### src/rtl/instr_stager.sv
// instr_stager - instruction staging buffer in front of the processor.
//
// Assembles 4-bit nibbles MSB-first into 12-bit instructions and stores up
// to DEPTH of them. On start it releases the processor from reset and streams
// the stored program one instruction per cycle, then parks in DONE with the
// processor held in reset again.
//
// Optional feature: define INSTR_STAGER_REPLAY_EN to let start re-run the
// stored program from DONE. Without it only clear or reset leaves DONE.
//
// Ports:
//   clock        system clock, rising edge
//   reset        asynchronous, active-high
//   nib_in       instruction nibble (first nibble is bits [11:8])
//   nib_valid    nib_in valid this cycle
//   nib_ready    nibble accepted when nib_valid && nib_ready (combinational)
//   start        request program run (level)
//   clear        synchronous flush to empty IDLE
//   instruction  registered instruction to the processor
//   instr_valid  instruction holds a live program word
//   proc_reset   registered active-high reset to the processor
//   count        number of stored complete instructions
//   done         program fully issued
//   overflow     sticky: a nibble was offered while nib_ready was low

module instr_stager #(
  parameter int DEPTH = 8
) (
  input  logic                       clock,
  input  logic                       reset,
  input  logic [3:0]                 nib_in,
  input  logic                       nib_valid,
  output logic                       nib_ready,
  input  logic                       start,
  input  logic                       clear,
  output logic [11:0]                instruction,
  output logic                       instr_valid,
  output logic                       proc_reset,
  output logic [$clog2(DEPTH+1)-1:0] count,
  output logic                       done,
  output logic                       overflow
);

  localparam int CW = $clog2(DEPTH + 1);
  localparam int AW = $clog2(DEPTH);
  localparam logic [CW-1:0] DEPTH_C  = CW'(DEPTH);
  localparam logic [CW-1:0] CNT_ONE  = CW'(1);
  localparam logic [AW-1:0] PTR_ONE  = AW'(1);
  localparam logic [AW-1:0] PTR_ZERO = AW'(0);

  typedef enum logic [1:0] {
    ST_IDLE = 2'd0,
    ST_LOAD = 2'd1,
    ST_RUN  = 2'd2,
    ST_DONE = 2'd3
  } state_t;

  state_t          state_r, state_s;
  logic [1:0]      nib_cnt_r;
  logic [7:0]      asm_r;          // upper two nibbles of the word being built
  logic [11:0]     mem_r [DEPTH];
  logic [AW-1:0]   wr_ptr_r;
  logic [AW-1:0]   rd_ptr_r;
  logic [CW-1:0]   count_r;
  logic [CW-1:0]   issued_r;       // instructions issued so far in this run
  logic [11:0]     instruction_r;
  logic            instr_valid_r;
  logic            proc_reset_r;
  logic            done_r;
  logic            overflow_r;

  logic            nib_ready_s;
  logic            accept_s;
  logic            write_s;
  logic            launch_s;
  logic            last_s;
  logic            ovf_set_s;

  assign nib_ready   = nib_ready_s;
  assign instruction = instruction_r;
  assign instr_valid = instr_valid_r;
  assign proc_reset  = proc_reset_r;
  assign count       = count_r;
  assign done        = done_r;
  assign overflow    = overflow_r;

  // Handshake and control strobes, and FSM next-state.
  always_comb begin
    state_s     = state_r;
    nib_ready_s = 1'b0;
    launch_s    = 1'b0;

    if (((state_r == ST_IDLE) || (state_r == ST_LOAD)) && (count_r < DEPTH_C)) begin
      nib_ready_s = 1'b1;
    end else begin
      nib_ready_s = 1'b0;
    end

    accept_s  = nib_valid && nib_ready_s && !clear;
    write_s   = accept_s && (nib_cnt_r == 2'd2);
    ovf_set_s = nib_valid && !nib_ready_s && !clear;
    last_s    = (state_r == ST_RUN) && (issued_r == count_r);

    case (state_r)
      ST_IDLE: begin
        if (accept_s) begin
          state_s = ST_LOAD;
        end else begin
          state_s = ST_IDLE;
        end
      end
      ST_LOAD: begin
        // Only a complete, non-empty program may be launched.
        if (start && (nib_cnt_r == 2'd0) && (count_r != {CW{1'b0}})) begin
          launch_s = 1'b1;
          state_s  = ST_RUN;
        end else begin
          state_s = ST_LOAD;
        end
      end
      ST_RUN: begin
        if (last_s) begin
          state_s = ST_DONE;
        end else begin
          state_s = ST_RUN;
        end
      end
      ST_DONE: begin
`ifdef INSTR_STAGER_REPLAY_EN
        if (start) begin
          launch_s = 1'b1;
          state_s  = ST_RUN;
        end else begin
          state_s = ST_DONE;
        end
`else
        state_s = ST_DONE;
`endif
      end
      default: begin
        state_s = ST_IDLE;
      end
    endcase

    // clear overrides every other transition.
    if (clear) begin
      state_s  = ST_IDLE;
      launch_s = 1'b0;
    end else begin
      state_s = state_s;
    end
  end

  // FSM state register.
  always_ff @(posedge clock or posedge reset) begin
    if (reset) begin
      state_r <= ST_IDLE;
    end else begin
      state_r <= state_s;
    end
  end

  // Program storage; contents are meaningless while count is zero, so no reset.
  always_ff @(posedge clock) begin
    if (write_s) begin
      mem_r[wr_ptr_r] <= {asm_r, nib_in};
    end
  end

  // Nibble assembly, pointers, issue sequencing and registered outputs.
  always_ff @(posedge clock or posedge reset) begin
    if (reset) begin
      nib_cnt_r     <= 2'd0;
      asm_r         <= 8'd0;
      wr_ptr_r      <= PTR_ZERO;
      rd_ptr_r      <= PTR_ZERO;
      count_r       <= {CW{1'b0}};
      issued_r      <= {CW{1'b0}};
      instruction_r <= 12'd0;
      instr_valid_r <= 1'b0;
      proc_reset_r  <= 1'b1;
      done_r        <= 1'b0;
      overflow_r    <= 1'b0;
    end else if (clear) begin
      nib_cnt_r     <= 2'd0;
      asm_r         <= 8'd0;
      wr_ptr_r      <= PTR_ZERO;
      rd_ptr_r      <= PTR_ZERO;
      count_r       <= {CW{1'b0}};
      issued_r      <= {CW{1'b0}};
      instruction_r <= 12'd0;
      instr_valid_r <= 1'b0;
      proc_reset_r  <= 1'b1;
      done_r        <= 1'b0;
      overflow_r    <= 1'b0;
    end else begin
      if (ovf_set_s) begin
        overflow_r <= 1'b1;
      end

      if (accept_s) begin
        case (nib_cnt_r)
          2'd0: begin
            asm_r[7:4] <= nib_in;
            nib_cnt_r  <= 2'd1;
          end
          2'd1: begin
            asm_r[3:0] <= nib_in;
            nib_cnt_r  <= 2'd2;
          end
          default: begin
            nib_cnt_r <= 2'd0;
            wr_ptr_r  <= wr_ptr_r + PTR_ONE;
            count_r   <= count_r + CNT_ONE;
          end
        endcase
      end

      if (launch_s) begin
        // First word goes out on the launch edge; reads continue from slot 1.
        instruction_r <= mem_r[PTR_ZERO];
        instr_valid_r <= 1'b1;
        proc_reset_r  <= 1'b0;
        done_r        <= 1'b0;
        rd_ptr_r      <= PTR_ONE;
        issued_r      <= CNT_ONE;
      end else if (state_r == ST_RUN) begin
        if (last_s) begin
          instruction_r <= 12'd0;
          instr_valid_r <= 1'b0;
          proc_reset_r  <= 1'b1;
          done_r        <= 1'b1;
        end else begin
          instruction_r <= mem_r[rd_ptr_r];
          rd_ptr_r      <= rd_ptr_r + PTR_ONE;
          issued_r      <= issued_r + CNT_ONE;
        end
      end
    end
  end

endmodule

### config.mk
export PLATFORM = sky130hd
export DESIGN_NAME = instr_stager
export DESIGN_NICKNAME = d
export VERILOG_FILES = /design/src/rtl/instr_stager.sv
export SDC_FILE = /design/constraint.sdc
export NUM_CORES = 1
export LEC_CHECK = 0
export ABC_AREA = 1
export CORE_MARGIN = 1.5
export CORE_UTILIZATION = 55
export DETAILED_ROUTE_END_ITERATION = 8
export PLACE_DENSITY = 0.74
export SYNTH_ARGS = -nofsm -noshare
export SYNTH_HDL_FRONTEND = slang
export SYNTH_SLANG_ARGS = --single-unit
### constraint.sdc
create_clock -name clock -period 3.34 [get_ports clock]
set_input_delay 0.835 -clock clock [delete_from_list [all_inputs] [get_ports clock]]
set_output_delay 0.835 -clock clock [all_outputs]
set_load 0.005 [all_outputs]
==> impl_metrics.toml <==
[floorplanning]
coreArea_sq_mm = 0.0108
die_area_sq_mm = 0.0117
ios = 30
initial_utilization_pct = 56.2
rows = 38
die_x_um = 108
fp.dieH_um = 108

[hold_path]
hp-class = "flop to flop"

[cts]
cts-root-buf = "clkbuf_8"
clkSlewWorstSetupHoldPaths_ns = 0.06
cts_tree = "built"
cts_max_level = 4
clk_path_buf_depth = 2
ctsHoldBuffers = 0
ctsResizeCount = 0
cts.sinks = 138
cts_made_buffers = 17
clock_latency_ns = 0.53
post_cts_buffers = 0

[timing]
final-hold-violation-count = 0
setup_viol = 0
fin_tns_setup_ns = 0
tightest_slew_ns = 0.834
finClkSkew_ns = 0.00894
holdWs_ns = 0.515
fin_crit_ns = 2.49
slew_viol_final = 0
rsz0062_at_grt = "false"
relSlewSlack_pct = 44.3
timing.final.crit_share_pct = 74.6
timing.fmax_mhz = 401

[routing]
drtIter0Drc = 352
drt_wl_total_um = 13600
ant_nets = 0
drc_errors = 0
dr.pass1.iters = 6
vias = 4319
wl_per_cell_um = 17.7
via_per_inst = 5.65

[placed_design]
gp_congestion = 0.817
io_buffers = 29
numPlacedInstances = 732
dpl-instance-area_sq_mm = 0.00648
dp_hpwl_um = 8380

[logic_synthesis]
yosys_register_bits = 138
synthCells = 578
syn_area_per_cell_sq_um = 10.5
synth_edf_count = 96
synth_nets = 592
synth_flop_cell = "edfxtp_1"
seq_area_frac_synth_pct = 64.8
ys_async_sr_fraction_pct = 30.4
synthesis.area_sq_mm = 0.00607
synthDistinctLibCells = 35
ys_warn_count = 0

[power_and_ir_drop]
power.switching_mw = 0.933
clkPwrFrac_pct = 46.2
power_density_mw_per_mm2 = 581
ir_worst_vdd_mv = 0.365
power_frac_seq_pct = 46.2
total_power_mw = 4.13
p_leak_nw = 2.90
combPwrFrac_pct = 7.6
p_int_mw = 3.19
swShare_pct = 22.6

[status]
outcome = "finished clean"

[grt]
grt_start_max_net_pins = 52
grt_pass1_wl_um = 21400
first_global_vias = 4136
grt_overflow_total = 0
antenna_found_initial = 0
groute.usage.overall_pct = 25.1

[setup_path]
cp_slowest_cell = "clkdlybuf4s50_1"
critPathLaunchType = "flop"
required_ns = 2.50
slowest_delay_ns = 0.52
crit_path_end_kind = "output port"
cp_cell_sequence = "nor2_1, clkdlybuf4s50_1"
cp.arrival_ns = 1.66
crit_type = "flop to output port"
critPathTopFamily = "buffers and inverters"
crit_fanout = 7
cp_num_buf_inv = 1

[run]
drv_cap = 0

[finish]
area_delta_synth_final_pct = 17.0
drive_gt1_share_pct = 11.2
antenna_cells = 0
fin_cells = 764
fin_nets = 625
final_cell_area_sq_mm = 0.00710
## stage by stage
step	util, %	setup WS (ns)
final	65.8	0.848
after global routing	65.8	0.740
after CTS	65.8	0.815
after detailed placement	60.1	0.484
after global placement	60.1	0.639
after floorplan	-	0.782
## registers in the layout, indices dropped and copies added, names as in the netlist
signal       flops
nib_cnt_r        2
proc_reset       1
wr_ptr_r         3
instruction     12
asm_r            8
done             1
mem_r           96
rd_ptr_r         3
count            4
issued_r         4
instr_valid      1
state_r          2
overflow         1
## power by group through the flow
stage | Combinational, mW | Clock [mW] | Sequential, mW
global placement | 0.304 | 0 | 1.94
finish | 0.315 | 1.91 | 1.91
global route | 0.351 | 1.99 | 1.91
floorplan | 0.216 | 0 | 1.93
CTS | 0.317 | 1.92 | 1.91
detailed placement | 0.314 | 0 | 1.94
## per-layer routing
layer	track usage [%]	routed length, um	part of all wire, %
met5	0	0	0
met1	29.9	5460	40
met3	7.47	766	5.7
met2	42.4	6960	51
met4	10.9	361	2.7
## tightest hold or removal path, stage by stage (launching register included)
cell and delay, ns:
dfrtp_1 0.35, nand3_1 0.08, nand2_1 0.06
## synth_stat cells (all sizes together), types with 2 or more instances
| master | instances | share of area, % |
|---|---|---|
| o22ai | 4 | 0.41 |
| buf | 18 | 1.9 |
| a211oi | 2 | 0.25 |
| nor2 | 30 | 2.2 |
| ha | 5 | 1.0 |
| inv | 45 | 2.8 |
| a21oi | 21 | 2.0 |
| edfxtp | 96 | 47 |
| dfrtp | 41 | 17 |
| clkbuf | 10 | 0.95 |
| xor2 | 3 | 0.43 |
| o21ai | 13 | 1.1 |
| nand3 | 107 | 9.2 |
| nand2 | 156 | 10 |
| nor3 | 6 | 0.49 |
| nand4 | 16 | 1.6 |
## cells in the final DEF, fill, tap and decap left out, drive strengths merged, types with 2 or more instances in the layout
| cell | instances |
|---|---|
| o22ai | 4 |
| buf | 13 |
| clkbuf | 25 |
| nand2 | 156 |
| xor2 | 3 |
| nor3 | 6 |
| nand3 | 107 |
| inv | 46 |
| a211oi | 2 |
| nor2 | 30 |
| dfrtp | 41 |
| clkdlybuf4s50 | 29 |
| a21oi | 21 |
| edfxtp | 96 |
| clkinv | 5 |
| o21ai | 13 |
| nand4 | 16 |
| ha | 5 |
## cells by family (layout without fill, tap and decap cells)
kind of cell,Yosys count,after routing,share of synthesized area (%)
simple gates,315,315,23.7
fa+ha+maj,5,5,1.03
buf+inv,74,120,5.77
compound gates,43,43,4.23
flops,138,138,64.8
xor+xnor,3,3,0.433
## final timing paths
kind	startpoint	endpoint	slack [ns]	cells after the start
max reg2reg	count[3]	mem_r[2][3]	1.35	6
max in group asynchronous	reset	proc_reset	2.19	3
max	count[3]	nib_ready	0.85	2
min	instr_valid	instr_valid	0.52	2
min in group asynchronous	reset	wr_ptr_r[1]	0.77	3
min reg2reg	instr_valid	instr_valid	0.52	2
## layout make-up
class,count,area (sq um)
sequential,138,3940
inverter,46,175
multi-input combinational,366,1810
fill,774,3690
tap,140,175
clock inverter,7,71.3
clock buffer,25,551
timing repair buffer,42,388
Power figures use the tool's default switching activity.
